`src/rtl/countdown_digit_timer.sv`:
```
// rtl/countdown_digit_timer.sv - single-digit seconds countdown for the HUD "Ns" text ROM
//
// Purpose:
//   Divides i_clk into 1 s ticks and counts a single decimal digit down to 0
//   under a start/pause/load state machine. The displayed digit only updates
//   on i_frame_start, so the HUD never shows a torn digit mid-frame.
//
// Ports:
//   i_clk          system clock, rising edge
//   i_rst_n        asynchronous active-low reset
//   i_start        pulse: start from IDLE or resume from PAUSE
//   i_pause        pulse: suspend a running count
//   i_load         pulse: reload the count from i_load_val (highest priority)
//   i_load_val     reload value, values above 9 clamp to 9
//   i_frame_start  pulse at the first pixel of each frame
//   o_digit        displayed seconds 0..9 (text ROM digit input)
//   o_running      high in RUN
//   o_expired      high in DONE
//   o_expire_pulse one-cycle pulse on entry to DONE
//   o_warn         high in RUN or PAUSE while the count is 1..3

module countdown_digit_timer #(
  parameter int TICK_CYCLES = 100_000_000,
  parameter int START_SEC   = 9
) (
  input  logic       i_clk,
  input  logic       i_rst_n,
  input  logic       i_start,
  input  logic       i_pause,
  input  logic       i_load,
  input  logic [3:0] i_load_val,
  input  logic       i_frame_start,
  output logic [3:0] o_digit,
  output logic       o_running,
  output logic       o_expired,
  output logic       o_expire_pulse,
  output logic       o_warn
);

  localparam int            PW         = $clog2(TICK_CYCLES);
  localparam logic [PW-1:0] PRESC_LAST = PW'(TICK_CYCLES - 1);
  localparam logic [3:0]    START_VAL  = 4'(START_SEC);

  typedef enum logic [1:0] {
    S_IDLE  = 2'd0,
    S_RUN   = 2'd1,
    S_PAUSE = 2'd2,
    S_DONE  = 2'd3
  } state_t;

  state_t        r_state;
  state_t        w_state_nx;
  logic [3:0]    r_count;
  logic [3:0]    w_count_nx;
  logic [PW-1:0] r_presc;
  logic [PW-1:0] w_presc_nx;
  logic          w_tick;
  logic          w_pulse_nx;
  logic          w_warn_nx;
  logic [3:0]    w_load_clamped;

  assign w_tick         = (r_state == S_RUN) && (r_presc == PRESC_LAST);
  assign w_load_clamped = (i_load_val > 4'd9) ? 4'd9 : i_load_val;

  always_comb begin
    w_state_nx = r_state;
    w_count_nx = r_count;
    w_presc_nx = r_presc;
    w_pulse_nx = 1'b0;

    if (i_load) begin
      // load wins over any pause/start presented on the same edge
      w_state_nx = S_IDLE;
      w_count_nx = w_load_clamped;
      w_presc_nx = '0;
    end else begin
      case (r_state)
        S_IDLE: begin
          w_presc_nx = '0;
          if (i_start) begin
            if (r_count != 4'd0) begin
              w_state_nx = S_RUN;
            end else begin
              w_state_nx = S_DONE;
              w_pulse_nx = 1'b1;
            end
          end
        end

        S_RUN: begin
          if (i_pause) begin
            // A tick landing on the pause edge is deferred: the prescaler
            // parks at its last value so the first RUN cycle after resume ticks.
            w_state_nx = S_PAUSE;
            if (!w_tick) begin
              w_presc_nx = r_presc + PW'(1);
            end
          end else if (w_tick) begin
            w_presc_nx = '0;
            if (r_count != 4'd0) begin
              w_count_nx = r_count - 4'd1;
            end
            if (r_count <= 4'd1) begin
              w_state_nx = S_DONE;
              w_pulse_nx = 1'b1;
            end
          end else begin
            w_presc_nx = r_presc + PW'(1);
          end
        end

        S_PAUSE: begin
          if (i_start) begin
            w_state_nx = S_RUN;
          end
        end

        S_DONE: begin
          w_count_nx = 4'd0;
        end

        default: begin
          w_state_nx = S_IDLE;
        end
      endcase
    end
  end

  assign w_warn_nx = ((w_state_nx == S_RUN) || (w_state_nx == S_PAUSE)) &&
                     (w_count_nx != 4'd0) && (w_count_nx <= 4'd3);

  always_ff @(posedge i_clk or negedge i_rst_n) begin
    if (!i_rst_n) begin
      r_state        <= S_IDLE;
      r_count        <= START_VAL;
      r_presc        <= '0;
      o_digit        <= START_VAL;
      o_running      <= 1'b0;
      o_expired      <= 1'b0;
      o_expire_pulse <= 1'b0;
      o_warn         <= 1'b0;
    end else begin
      r_state        <= w_state_nx;
      r_count        <= w_count_nx;
      r_presc        <= w_presc_nx;
      o_running      <= (w_state_nx == S_RUN);
      o_expired      <= (w_state_nx == S_DONE);
      o_expire_pulse <= w_pulse_nx;
      o_warn         <= w_warn_nx;
      // sample the count being written this edge so the frame sees the freshest value
      if (i_frame_start) begin
        o_digit <= w_count_nx;
      end
    end
  end

endmodule

```
`config.mk`:
```
export PLATFORM = sky130hd
export DESIGN_NAME = countdown_digit_timer
export DESIGN_NICKNAME = d
export VERILOG_FILES = /design/src/rtl/countdown_digit_timer.sv
export SDC_FILE = /design/constraint.sdc
export NUM_CORES = 1
export LEC_CHECK = 0
export BUFFER_PORTS_ARGS = -buffer_cell sky130_fd_sc_hd__clkbuf_2
export CAP_MARGIN = 10
export CORE_MARGIN = 2
export CORE_UTILIZATION = 28
export DETAILED_ROUTE_END_ITERATION = 10
export GPL_ROUTABILITY_DRIVEN = 0
export PLACE_DENSITY_LB_ADDON = 0.2
export SLEW_MARGIN = 10
export SYNTH_ARGS = -nofsm -noshare
export SYNTH_HDL_FRONTEND = slang
export SYNTH_SLANG_ARGS = --single-unit
```
`constraint.sdc`:
```
create_clock -name i_clk -period 3.7 [get_ports i_clk]
set_input_delay 0.185 -clock i_clk [delete_from_list [all_inputs] [get_ports i_clk]]
set_output_delay 0.185 -clock i_clk [all_outputs]
set_load 0.1 [all_outputs]
```
* Word-level counts from Yosys, hierarchy flattened
Index checks and enable logic that the tools add are counted.
** Operators by class
- Reduce and logical (&&, ||, !) cells :: 9
- Muxes and demuxes :: 26
- Equality and inequality tests :: 8
- $lt $le $gt $ge :: 3
- Add/subtract/negate cells :: 2
** Operators with widths (count)
- 27-bit 2-to-1 mux :: 4
- 27-bit one-hot mux with 2 select lines :: 1
- 27-bit by 1-bit adder with 27-bit output, second input constant :: 1
- 27-bit == test, second input constant :: 1
- 4-bit 2-to-1 mux :: 5
- 2-bit 2-to-1 mux :: 7
- 2-bit == test, second input constant :: 4
- 4-bit one-hot mux with 2 select lines :: 1
- 4-bit nonzero test :: 2
- 1-bit 2-to-1 mux :: 6
- 2-bit one-hot mux with 3 select lines :: 1
- 2-bit by 1-bit == test with 1-bit output, second input constant :: 2
- 4-bit > comparator, second input constant :: 1
- 4-bit by 1-bit less-or-equal comparator with 1-bit output, second input constant :: 1
- 4-bit by 2-bit less-or-equal comparator with 1-bit output, second input constant :: 1
- 4-bit != test, second input constant :: 1
- 4-bit by 1-bit subtractor with 4-bit output, second input constant :: 1
- 1-bit logical AND :: 3
- 3-bit nonzero test :: 1
- 2-bit zero test :: 1
- 1-bit one-hot mux with 2 select lines :: 1
- 2-bit AND reduction :: 1
- 1-bit logical OR :: 1
** Storage, ports and cells
- Word-level logic and storage cells :: 56
- Register bits :: 41
- Input bits :: 10
- Output and inout bits :: 8

* Logic depth before layout (Yosys ltp)
- Depth in word-level cells :: 10
- Mapped depth :: 10
- Depth with buffers taken out :: 10

* Worst setup path after synthesis
OpenSTA, ideal clock, no wires.
- Path kind :: register to register
- Start :: reg r_presc[9]
- End :: reg o_warn
- Data required time :: 3.575 ns
- Arrival :: 2.461 ns
- Clock period less this slack :: 2.587 ns
- Path buffers :: 0
- Library setup time :: 0.125 ns
- Path slack :: 1.113 ns
- Cell stages (with the launch flop) :: 10
- Cells stage by stage :: dfrtp_1 > nor4_4 > and3_2 > nand4_1 > or4_1 > a21o_1 > ha_1 > a21oi_1 > o21ai_0 > a2111oi_0
** Between the ends
- Cells in the longest elaborated chain, start to end :: 10
- Elaborated cells on any way between the ends :: 17
- Those cells by class :: 1 x order compare; 3 x eq/ne; 8 x mux; 5 x reduce/logical
** RTL lines
- start, declared :: line 55 : logic [PW-1:0] r_presc;
- start signal, assigned :: line 145 : r_presc <= w_presc_nx;
- 27-bit == test * :: line 62 : assign w_tick = (r_state == S_RUN) && (r_presc == PRESC_LAST);
- 1-bit logical AND * :: line 62
- parallel branches: the longest is 7 deep, another holds 4-bit by 2-bit less-or-equal comparator with 1-bit output
- 1-bit logical AND * :: line 130 : (w_count_nx != 4'd0) && (w_count_nx <= 4'd3);
- via w_warn_nx :: line 59 : logic w_warn_nx;
- end signal, assigned :: line 149 : o_warn <= w_warn_nx;
- end, declared :: line 37 : output logic o_warn
Mark *: on every way through the listed nets, which the timed path passes.
A chain may end at the register's enable or synchronous reset.

* Worst setup path after layout
- Start :: reg r_presc[0]
- End :: reg o_warn
The elaborated chain is that of the path after synthesis.

==> impl_metrics.yaml <==
worst_setup_path:
  r2r-start: "r_presc[0]"
  crit_buf_inv: 0
  rrSetupSlack_ns: 0.90
  crit_path_start_kind: "flop"
  cp.arrival_ns: 2.98
  setup.worst_path.class: "reg2reg"
  crit_path_top_delay_cell: "or4_1"
  critical_path.max_fanout: 7
  critical_path_required_ns: 3.87
  r2r_cells: 9
  path_cells: "ha_1, and4b_2, nand2_1, or4_1, a21o_1, ha_1, a21oi_1, o21ai_0, a2111oi_0"
  slowest_delay_ns: 0.59
  reg2reg_to: "o_warn"
  cp-end-kind: "flop"
  cp_common_cell: "ha_1"
  cp_top_family: "simple AND/OR/NAND/NOR gates"
yosys:
  synth_compound_area_share_pct: 19.7
  synth.area.top_cells: "dfrtp_1, a21oi_1, a31oi_1"
  syn_inst: 278
  synthMuxAreaShare_pct: 1.26
  synth_enable_flop_cells: 0
  synth_flop_cell: "dfrtp_1"
  synth_largest_area_cell: "dfrtp_1"
  syn-num-nets: 293
  synth_xor_area_share_pct: 0.679
  yosys.area_share.simple_pct: 32.7
  synth_area_um2: 2580
  syn_avg_cell_area_um2: 9.28
  yosysWarnings: 0
  async_flop_share_pct: 100
  post_synth_num_cell_types: 62
  yosysTopAreaCellShare_pct: 35.9
  synth_seq_area_share_pct: 40.0
  synth_seq_cells: 41
  synth_adder_area_share_pct: 2.43
  synth_top_family_by_area: "simple AND/OR/NAND/NOR gates"
die:
  fp.dieH_um: 100
  initial_core_util_pct: 28.4
  fp.dieW_um: 100
  die_area_um2: 9990
  core_area_um2: 9060
  io_pins: 18
  rows: 35
min_path:
  holdPathStages: 2
  hp-class: "in2reg"
  whs_endpoint: "o_digit[0]"
  min_from: "i_frame_start"
power_and_ir_drop:
  ir_worst_vdd_uv: 164
  p_sw_mw: 0.328
  power.share.sequential_pct: 46.2
  pwr-share-comb_pct: 17.4
  p_leak_nw: 1.20
  intPower_mw: 0.735
  p_per_area_nw_per_um2: 365
  p_sw_share_pct: 30.9
  clockPowerShare_pct: 36.4
clocking:
  numCtsBuffers: 5
  postCtsResizedCells: 0
  clk_pin_slew_ns: 0.09
  htreeDepth: 2
  cts.sink_count: 41
  cts_root_buf: "clkbuf_8"
  cts_tree: "built"
  hold_buffers: 1
  post_cts_buffers: 0
  max-clock-path-buffers: 2
  clk_latency_ns: 0.30
global_route:
  antenna_found_initial: 0
  overflow: 0
  grt_max_degree: 42
  grt_pass1_wl_um: 11300
  grt_pass1_vias: 2141
  gr-usage-all-layers_pct: 14.2
drt:
  detail_route.wl_per_cell_um: 16.6
  drt_iter0_markers: 79
  vias: 2290
  vias_per_cell: 5.59
  drc: 0
  routed_wl_um: 6820
  ant_nets: 0
  dr.pass1.iters: 4
run:
  max_cap_violations: 0
timing:
  hold_ws_ns: 0.123
  finalHoldViolations: 0
  fin_crit_ns: 2.80
  slew_violations: 0
  rsz0062_at_grt: "false"
  max-slew-margin-rel_pct: 57.5
  setup_viol_count_final: 0
  worst_pin_slew_ns: 0.631
  fmax_ghz: 0.357
  fin_skew_ns: 0.00574
  fin_crit_sh_pct: 75.8
  setup_tns_ns: 0
placement:
  dp.cells: 401
  io_buffers: 17
  dpl.hpwl_um: 4950
layout:
  stdcell_count: 410
  drive_above_1_share_pct: 18.1
  final_cell_mix: "dfrtp_1, nand2_1, a21oi_1"
  fin_nets: 313
  final_common_cell: "dfrtp_1"
  diodes: 0
  area_growth_pct: 12.9
  num-fill-cells: 958
status:
  status: "finished, final reports clean"
## registers in the layout, summed over array words and instances (netlist names)
register        count
r_presc            27
o_digit             4
r_count             4
r_state             2
o_expire_pulse      1
o_expired           1
o_running           1
o_warn              1
## worst reg2reg max path, stage by stage, from the launching register on
cell	delay (ns)
dfrtp_1	0.42
ha_1	0.23
and4b_2	0.24
nand2_1	0.20
or4_1	0.59
a21o_1	0.20
ha_1	0.26
a21oi_1	0.10
o21ai_0	0.09
a2111oi_0	0.34
## synth_stat cells (all sizes together) (7+ instances only)
| cell type | n |
|---|---|
| a21oi | 24 |
| a31oi | 17 |
| and3 | 7 |
| and4 | 10 |
| dfrtp | 37 |
| inv | 11 |
| nand2 | 23 |
| nand3 | 21 |
| nand4 | 7 |
| nor2 | 16 |
| nor3 | 7 |
| nor4 | 7 |
| o21ai | 13 |
| or4 | 8 |
## metrics by stage
| step | power [mW] | util [%] | setup WS (ns) | instance area, um^2 |
|---|---|---|---|---|
| floorplan | 0.630 | - | 1.11 | 2580 |
| CTS | 1.08 | 32.1 | 0.894 | 2910 |
| global route | 1.11 | 32.1 | 0.706 | 2910 |
| detailed placement | 0.685 | 30.7 | 0.922 | 2780 |
| global placement | 0.686 | 30.7 | 0.991 | 2780 |
| finish | 1.06 | 32.1 | 0.895 | 2910 |
## power groups by stage
stage / Clock (mW) / Sequential (mW) / Combinational, mW
floorplan: 0 / 0.554 / 0.0762
global placement: 0 / 0.499 / 0.187
detailed placement: 0 / 0.498 / 0.186
CTS: 0.398 / 0.490 / 0.188
global route: 0.417 / 0.493 / 0.203
finish: 0.387 / 0.490 / 0.185
## cell families after synthesis
group / Yosys count
compound gates: 77
xor+xnor: 2
fa+ha+maj: 5
buf+inv: 19
flops: 41
mux: 3
simple gates: 131
## area by class of cell
| class | instances | area (um^2) | share of cell area [%] |
|---|---|---|---|
| clock buffers | 6 | 82.6 | 2.84 |
| clock inverters | 2 | 37.5 | 1.29 |
| inverters | 11 | 41.3 | 1.42 |
| multi-input cells | 218 | 1460 | 50.2 |
| flip-flops and latches | 41 | 1030 | 35.4 |
| well taps | 111 | 139 | 4.77 |
| repair buffers | 21 | 118 | 4.04 |
## how the worst max path moves through the flow
stage	startpoint	end	slack [ns]	cells after the start
global route	r_count[1]	o_warn	0.71	10
floorplan	r_presc[9]	o_warn	1.11	9
detailed placement	r_presc[0]	o_warn	0.92	9
CTS	r_presc[0]	o_warn	0.89	9
finish	r_presc[0]	o_warn	0.90	9
global placement	r_presc[10]	o_warn	0.99	9
## layer usage
layer  up-vias  share of wire (%)  wire, um  global-route usage, %
li1       1119                  -         -                      -
met1      1128                 50      3380                   20.4
met2        41                 46      3150                   22.6
met3         2                4.0       273                   3.06
met4         0               0.26        18                   2.21
met5         -                  0         0                      0
No activity file was read; power rests on OpenSTA's default activity.
